File: src/rtl/if_fetch_unit_pkg.sv
// Shared fetch-stage types: address/instruction widths, fetch FSM encoding
// and the fetch-entry layout handed to decode.
// No logic; pure type/constant definitions.
package if_fetch_unit_pkg;

  localparam int ADDR_W  = 16;
  localparam int INSTR_W = 16;

  // Fetch responder state: how many requests are in flight and whether the
  // in-flight one still belongs to the current instruction stream.
  typedef enum logic [1:0] {
    IDLE     = 2'd0,  // nothing outstanding
    WAIT_RSP = 2'd1,  // one request outstanding, response will be queued
    DROP     = 2'd2   // one request outstanding, response will be discarded
  } fetch_state_t;

  // One fetched instruction with the PC it came from; decode reuses this.
  typedef struct packed {
    logic [INSTR_W-1:0] instr;
    logic [ADDR_W-1:0]  pc;
    logic [ADDR_W-1:0]  pc_plus_2;
  } fetch_entry_t;

endpackage

File: src/rtl/fetch_queue.sv
// Purpose: 2-entry in-order FIFO holding fetched instructions for IF/ID.
// Latency: push visible at head the cycle after; head is combinational.
// Backpressure: caller must never push when full; clear beats push/pop.
//
// Ports:
//   clk, rst          clock, synchronous active-low reset
//   push, push_entry  enqueue one fetch entry
//   pop               dequeue the head
//   clear             drop every entry (redirect)
//   count             number of valid entries (0..2)
//   head              oldest entry, meaningful only when count != 0
module fetch_queue
  import if_fetch_unit_pkg::*;
(
  input  logic         clk,
  input  logic         rst,
  input  logic         push,
  input  fetch_entry_t push_entry,
  input  logic         pop,
  input  logic         clear,
  output logic [1:0]   count,
  output fetch_entry_t head
);

  fetch_entry_t store [2];
  logic         wr_ptr;
  logic         rd_ptr;

  always_ff @(posedge clk) begin
    if (!rst) begin
      count  <= 2'd0;
      wr_ptr <= 1'b0;
      rd_ptr <= 1'b0;
    end else if (clear) begin
      count  <= 2'd0;
      wr_ptr <= 1'b0;
      rd_ptr <= 1'b0;
    end else begin
      if (push) wr_ptr <= ~wr_ptr;
      if (pop)  rd_ptr <= ~rd_ptr;
      count <= count + {1'b0, push} - {1'b0, pop};
    end
  end

  // Storage carries no reset; entries are only observed through count.
  always_ff @(posedge clk) begin
    if (rst && !clear && push) store[wr_ptr] <= push_entry;
  end

  assign head = store[rd_ptr];

endmodule

File: src/rtl/if_fetch_unit.sv
// Purpose: issues single-word imem fetches at pc, queues returns toward IF/ID.
// Latency: request combinational from pc; instruction visible the cycle after rsp.
// Backpressure: stops fetching when the 2-entry queue could overflow; PC holds.
//
// Ports:
//   clk, rst                        clock, synchronous active-low reset
//   pc, pc_plus_2                   current PC and PC+2 from the PC register
//   flush                           redirect; PC loads its new target via pc_write
//   pc_write                        PC register write enable
//   imem_req_valid/ready, imem_addr fetch request channel (addr = pc)
//   imem_rsp_valid, imem_rsp_data   fetch response, at most one outstanding
//   if_valid, if_instr, if_pc,
//   if_pc_plus_2                    queue head toward IF/ID
//   id_ready                        decode accepts the head
module if_fetch_unit
  import if_fetch_unit_pkg::*;
#(
  // Widths must match the package, which fixes the fetch-entry layout.
  parameter int ADDR_W    = if_fetch_unit_pkg::ADDR_W,
  parameter int INSTR_W   = if_fetch_unit_pkg::INSTR_W,
  parameter int BUF_DEPTH = 2
) (
  input  logic               clk,
  input  logic               rst,
  input  logic [ADDR_W-1:0]  pc,
  input  logic [ADDR_W-1:0]  pc_plus_2,
  input  logic               flush,
  output logic               pc_write,
  output logic               imem_req_valid,
  input  logic               imem_req_ready,
  output logic [ADDR_W-1:0]  imem_addr,
  input  logic               imem_rsp_valid,
  input  logic [INSTR_W-1:0] imem_rsp_data,
  output logic               if_valid,
  output logic [INSTR_W-1:0] if_instr,
  output logic [ADDR_W-1:0]  if_pc,
  output logic [ADDR_W-1:0]  if_pc_plus_2,
  input  logic               id_ready
);

  fetch_state_t       state;
  fetch_state_t       state_nxt;
  logic [ADDR_W-1:0]  req_pc;
  logic [ADDR_W-1:0]  req_pc2;

  logic [1:0]         count;
  fetch_entry_t       head;
  fetch_entry_t       push_entry;
  logic               push;
  logic               pop;
  logic               accept;
  logic               wait_rsp;
  logic [2:0]         occ;

  assign wait_rsp = (state == WAIT_RSP);
  assign if_valid = rst & (count != 2'd0);
  assign pop      = if_valid & id_ready & ~flush;

  // Slots committed after this cycle: queued entries plus the live in-flight
  // fetch, minus what decode takes now. A new fetch needs one slot spare.
  assign occ = {1'b0, count} + {2'b0, wait_rsp} - {2'b0, pop};

  // Issuing in WAIT_RSP is allowed only as the previous response lands,
  // which keeps at most one request outstanding yet streams 1/cycle.
  assign imem_req_valid = rst & ~flush
                        & ((state == IDLE) | (wait_rsp & imem_rsp_valid))
                        & (occ <= 3'(BUF_DEPTH - 1));
  assign imem_addr      = pc;
  assign accept         = imem_req_valid & imem_req_ready;
  assign pc_write       = rst & (accept | flush);

  assign push       = wait_rsp & imem_rsp_valid & ~flush;
  assign push_entry = '{instr: imem_rsp_data, pc: req_pc, pc_plus_2: req_pc2};

  always_comb begin
    state_nxt = state;
    case (state)
      IDLE: begin
        if (accept) state_nxt = WAIT_RSP;
      end
      WAIT_RSP: begin
        if (flush)               state_nxt = imem_rsp_valid ? IDLE : DROP;
        else if (imem_rsp_valid) state_nxt = accept ? WAIT_RSP : IDLE;
      end
      DROP: begin
        // The stale response retires the outstanding slot even under flush.
        if (imem_rsp_valid) state_nxt = IDLE;
      end
      default: state_nxt = IDLE;
    endcase
  end

  always_ff @(posedge clk) begin
    if (!rst) begin
      state   <= IDLE;
      req_pc  <= '0;
      req_pc2 <= '0;
    end else begin
      state <= state_nxt;
      if (accept) begin
        req_pc  <= pc;
        req_pc2 <= pc_plus_2;
      end
    end
  end

  fetch_queue u_queue (
    .clk        (clk),
    .rst        (rst),
    .push       (push),
    .push_entry (push_entry),
    .pop        (pop),
    .clear      (flush),
    .count      (count),
    .head       (head)
  );

  assign if_instr     = head.instr;
  assign if_pc        = head.pc;
  assign if_pc_plus_2 = head.pc_plus_2;

endmodule
File: config.mk
export PLATFORM = sky130hd
export DESIGN_NAME = if_fetch_unit
export DESIGN_NICKNAME = d
export VERILOG_FILES = /design/src/rtl/if_fetch_unit_pkg.sv /design/src/rtl/fetch_queue.sv /design/src/rtl/if_fetch_unit.sv
export SDC_FILE = /design/constraint.sdc
export NUM_CORES = 1
export LEC_CHECK = 0
export CAP_MARGIN = 20
export CORE_MARGIN = 5
export CORE_UTILIZATION = 45
export DETAILED_ROUTE_END_ITERATION = 8
export PLACE_DENSITY_LB_ADDON = 0.3
export SYNTH_ARGS = -nofsm -noshare
export SYNTH_HDL_FRONTEND = slang
export SYNTH_SLANG_ARGS = --single-unit
File: constraint.sdc
create_clock -name clk -period 3.2 [get_ports clk]
set_clock_uncertainty 0.05 [all_clocks]
set_input_delay 0.48 -clock clk [delete_from_list [all_inputs] [get_ports clk]]
set_output_delay 0.48 -clock clk [all_outputs]
set_load 0.005 [all_outputs]
Word-level counts from Yosys, hierarchy flattened
Memories as Yosys holds them, arrays and structs flattened. A register that Yosys moved wholly into a read port is not among the register bits. Index checks and enable logic that the tools add are counted. W data, S select, Z words.

Mux-type cells: 11. $add $sub $neg: 4. Bitwise logic cells: 16. Shift operators: 0. Order comparisons: 1. Div/mod/pow operators: 0. Equality and inequality tests: 5. Multipliers: 0. Reductions and logical operators: 7.

Operator list (count): $and A1 B1 Y1 (10); $mux W2 (5); $pmux W2 S3 (1); $mux W1 (5); $ne A2 B2 Y1 const B (2); $not A1 Y1 (4); $add A2 B1 Y3 (1); $le A3 B1 Y1 const B (1); $ne A3 B3 Y1 const B (1); $reduce_and A3 Y1 (1); $sub A3 B1 Y3 (1); $add A2 B1 Y2 (1); $eq A2 B1 Y1 const B (1); $eq A2 B2 Y1 const B (1); $logic_and A1 B1 Y1 (2); $logic_not A2 Y1 (1); $or A1 B1 Y1 (2); $reduce_bool A2 Y1 (1); $reduce_or A2 Y1 (1); $sub A2 B1 Y2 (1); $logic_not A1 Y1 (1).

Memory bits (writable): 96. Memories kept: 1. ROM bits: 0. Logic and storage cells: 51. Output and inout bits: 67. Bits in registers: 38. Bits in latches: 0. Bits of input ports: 54.

Memory list: u_queue.store (depth 2, width 48, read ports 1, clocked after Yosys merged registers in 1, wr ports 1, line fetch_queue.sv:25) `fetch_entry_t store [2];`.

Logic depth before layout (Yosys ltp)
Word-level depth: 12. Depth in mapped cells: 13. Depth with buffers taken out: 11.

Hierarchy
A second synthesis with hierarchy kept.

Cell total of the unflattened synthesis: 348. Area total of the unflattened synthesis: 5378.9 µm².

Modules (own cells, without submodules): fetch_queue (area each 3757.4 µm², cells an instance 171, sequential area each 2982.9 µm², times used 1); if_fetch_unit (area each 1621.6 µm², cells an instance 177, sequential area each 680.7 µm², times used 1).

Least setup slack after synthesis
OpenSTA, ideal clock, no wires.

Path type: input port to flip-flop. Start: input port imem_rsp_valid. End: memory u_queue.store[0][0] (netlist name), enable pin. Stages: 3. Required time: 2696 ps. Arrival: 2970 ps. Setup slack: -274 ps. Library setup time: 454 ps. Buffers on the path: 0. Cell sequence: nor4bb_1 nand2_1 nor2_1.

Longest elaborated chain between the ends: 5.

RTL lines: from (decl) (line if_fetch_unit.sv:32) `input logic imem_rsp_valid,`; $and A1 B1 Y1 (2 in series) (line if_fetch_unit.sv:72) `assign push = wait_rsp & imem_rsp_valid & ~flush;`; $logic_and A1 B1 Y1 (line fetch_queue.sv:47) `if (rst && !clear && push) store[wr_ptr] <= push_entry;`; $mux W1 (line fetch_queue.sv:47); $mux W1 (not written as such) (line fetch_queue.sv:47); to (decl) (line fetch_queue.sv:25).

Every way passes these cells.

Worst setup path after layout
Start: register u_queue.count[0]. End: output port pc_write.

Longest elaborated chain between the ends: 10. Elaborated cells between the ends (all ways): 11. Classes of those cells: add/sub (2); order compare (1); bitwise (7); reduce/logical (1).

RTL lines: from (decl) (line fetch_queue.sv:21) `output logic [1:0] count,`; from (signal assigned) (line fetch_queue.sv:41) `count <= count + {1'b0, push} - {1'b0, pop};`; $reduce_bool A2 Y1 (line if_fetch_unit.sv:56) `assign if_valid = rst & (count != 2'd0);`; $and A1 B1 Y1 (line if_fetch_unit.sv:56); $and A1 B1 Y1 (2 in series) (line if_fetch_unit.sv:57) `assign pop = if_valid & id_ready & ~flush;`; net pop (line if_fetch_unit.sv:50) `logic pop;`; $sub A3 B1 Y3 (line if_fetch_unit.sv:61) `assign occ = {1'b0, count} + {2'b0, wait_rsp} - {2'b0, pop};`; $le A3 B1 Y1 (line if_fetch_unit.sv:67) `& (occ <= 3'(BUF_DEPTH - 1));`; $and A1 B1 Y1 (line if_fetch_unit.sv:67); $and A1 B1 Y1 (line if_fetch_unit.sv:69) `assign accept = imem_req_valid & imem_req_ready;`; $or A1 B1 Y1 (line if_fetch_unit.sv:70) `assign pc_write = rst & (accept | flush);`; $and A1 B1 Y1 (line if_fetch_unit.sv:70); to (decl) (line if_fetch_unit.sv:28) `output logic pc_write,`.

The timed path passes the listed nets, and every way through them passes these cells.

==> out/qor.yml <==
timing:
  setup_viol: 0
  setup_slack_ns: 0.113
  timing.slew.headroom_pct: 60.0
  rsz0062_at_grt: "yes"
  finalHoldViolations: 0
  min_period_ns: 3.09
  clock.fmax_mhz: 324
  worst_pin_slew_ns: 0.600
  hold_ws_ns: 0.403
  min_period_over_period_pct: 96.5
  drv_slew: 0
  fin_tns_setup_ns: 0
critical_path:
  crit_top_cell: "inv_2"
  start_kind: "register"
  crit_path_cell_trace: "o21ai_2 -> nor2_2 -> ha_1 -> inv_2 -> ha_4 -> inv_2 -> fa_1 -> and4bb_1 -> nand4b_1 -> a21boi_1 -> buf_2"
  crit_required_ns: 2.67
  critPathMaxFanout: 3
  crit_slowest_cell: "fa_1"
  slowest_delay_ns: 0.47
  arrival_ns: 2.56
  path_class: "reg2out"
  cp-end-kind: "output port"
route:
  top_layer: "met4"
  drc_errors: 0
  wl_met1_um: 4420
  routed_wirelength_um: 10100
  drt_pass1_iterations: 4
  dr_wl_met2_um: 4920
  vias: 3062
  antenna_left: 0
  viasPerCell: 4.82
  drt_iter0_markers: 142
  wl_met3_um: 626
  wl_per_cell_um: 15.9
placed_design:
  port_buffers: 120
  dp.cells: 599
  dp_hpwl_um: 6490
  place_congestion: 0.839
  dp_slack_ns: -0.507
floorplanning:
  num_rows: 39
  start_util_pct: 46.0
  coreArea_um2: 11400
  fp.dieH_um: 118
  io_pins: 121
  dieArea_um2: 13900
  dieWidth_um: 118
yosys:
  syn_nets: 410
  synthArstFlopShare_pct: 0
  yosysMostFrequentCell: "edfxtp_1"
  synth.area.top_cells: "edfxtp_1 (55%), dfxtp_1 (15%), mux2_2 (10%)"
  avgSynthCellArea_um2: 15.0
  synth-seq-cells: 135
  syn_area_um2: 5250
  synthCells: 351
  synth-edff-count: 96
  synthTopCellsByCount: "edfxtp_1 (96), mux2_2 (48), dfxtp_1 (39), inv_1 (37), nand2_1 (37)"
  yosys_warnings: 0
  synth_top_area_share_pct: 54.9
  netlist-cell-type-count: 27
  yosys.area.top_type: "edfxtp_1"
  seq_area_frac_synth_pct: 69.7
  synth_ff_type: "edfxtp_1"
global_routing:
  antenna_found_initial: 0
  grt_pass1_vias: 3316
  grt_max_degree: 43
  grt_pass1_wl_um: 16300
  grt_util_all_layers_pct: 14.9
  overflow: 0
power:
  power-per-cell-area_nw_per_um2: 567
  peakVddDrop_mv: 0.326
  total_leakage_power_nw: 2.91
clock_tree:
  htreeDepth: 4
  clk-insertion-delay-late_ns: 0.40
  cts_inserted_buffers: 17
  cts_root_buf: "clkbuf_16"
  cts_sinks: 135
  clk_pin_slew_ns: 0.06
  tritoncts: "built"
  cts_buffer_depth: 2
finish:
  final_cells: 635
  layout-drive-gt1-share_pct: 22.4
  post-route-util_pct: 63.2
  layout.nets: 538
  areaGrowthSynthToFinish_pct: 37.3
  n_antenna_cell: 0
  n_fill_cell: 874
hold_path:
  hold_path_class: "reg2reg"
outcome:
  status: "completed"
job:
  maxCapViolCount: 0
==> metal layers <==
layer	up-vias	track usage, %
li1	1468	-
met1	1465	18.0
met2	116	24.2
met3	13	5.43
met4	0	6.24
met5	-	0
==> through the flow <==
stage                     cell area (µm²)  total power [mW]
after floorplan                      5260              2.02
after global placement               6550              2.11
after detailed placement             6550              2.12
after CTS                            7170              4.14
after global routing                 7210              4.25
final                                7210              4.09
==> sequential cells by signal, indices dropped and copies added (netlist names), named ones only <==
| signal | cells |
|---|---|
| u_queue.wr_ptr | 1 |
| state | 2 |
| u_queue.store | 96 |
| req_pc | 16 |
| u_queue.count | 2 |
| req_pc2 | 16 |
| u_queue.rd_ptr | 1 |
==> path summary, 6_finish.rpt <==
path	start	to	slack [ns]	cells after the start
min reg2reg	req_pc[1]	u_queue.store[1][17]	0.40	0
min	req_pc[1]	u_queue.store[1][17]	0.40	0
max reg2reg	u_queue.count[0]	req_pc[15]	0.44	11
max	u_queue.count[0]	pc_write	0.11	11
==> cells in the final DEF (no fill, tap or decap), types with 4 or more instances in the layout <==
master           synthesis  routed
buf_4                   17      19
bufinv_16                0       4
clkbuf_16                0      17
clkdlybuf4s50_1          0     115
dfxtp_1                 39      37
edfxtp_1                96      96
inv_1                   37      34
mux2_2                  48      48
mux2i_1                 32      32
nand2_1                 37      36
nor2_1                   7       5
==> report_power, final <==
part / internal (mW) / switching, mW
logic: 0.107 / 0.0640
registers: 1.90 / 0.0170
clock network: 1.32 / 0.688
==> logic make-up after synthesis <==
family | after synthesis | share of synthesized area, %
buf+inv | 67 | 6.53
simple gates | 55 | 4.72
mux | 80 | 16.4
fa+ha+maj | 5 | 1.33
flops | 135 | 69.7
compound gates | 5 | 0.619
xor+xnor | 4 | 0.667
==> worst max-delay path: cells and delay by family (launching register included) <==
family / cells / cell delay, ns
compound gates: 2 / 0.31
simple gates: 3 / 0.42
fa+ha+maj: 3 / 0.87
buf+inv: 3 / 0.23
flops: 1 / 0.33
==> cell type report <==
cell class	count	area, µm²	share of cell area [%]
timing repair buffer	139	1330	18.5
inverter	37	139	1.93
tap	143	179	2.48
sequential	135	3670	50.8
clock buffer	19	443	6.14
clock inverter	13	179	2.48
multi-input combinational	149	1280	17.7
==> repair_timing <==
action                                  in CTS  in global routing
endpoints found under the setup margin       2                  2
gates resized for setup                     10                  8
hold buffers                                 0                  0
buffers inserted                             1                  3
pin swaps                                    4                  5
Power figures use the tool's default switching activity.
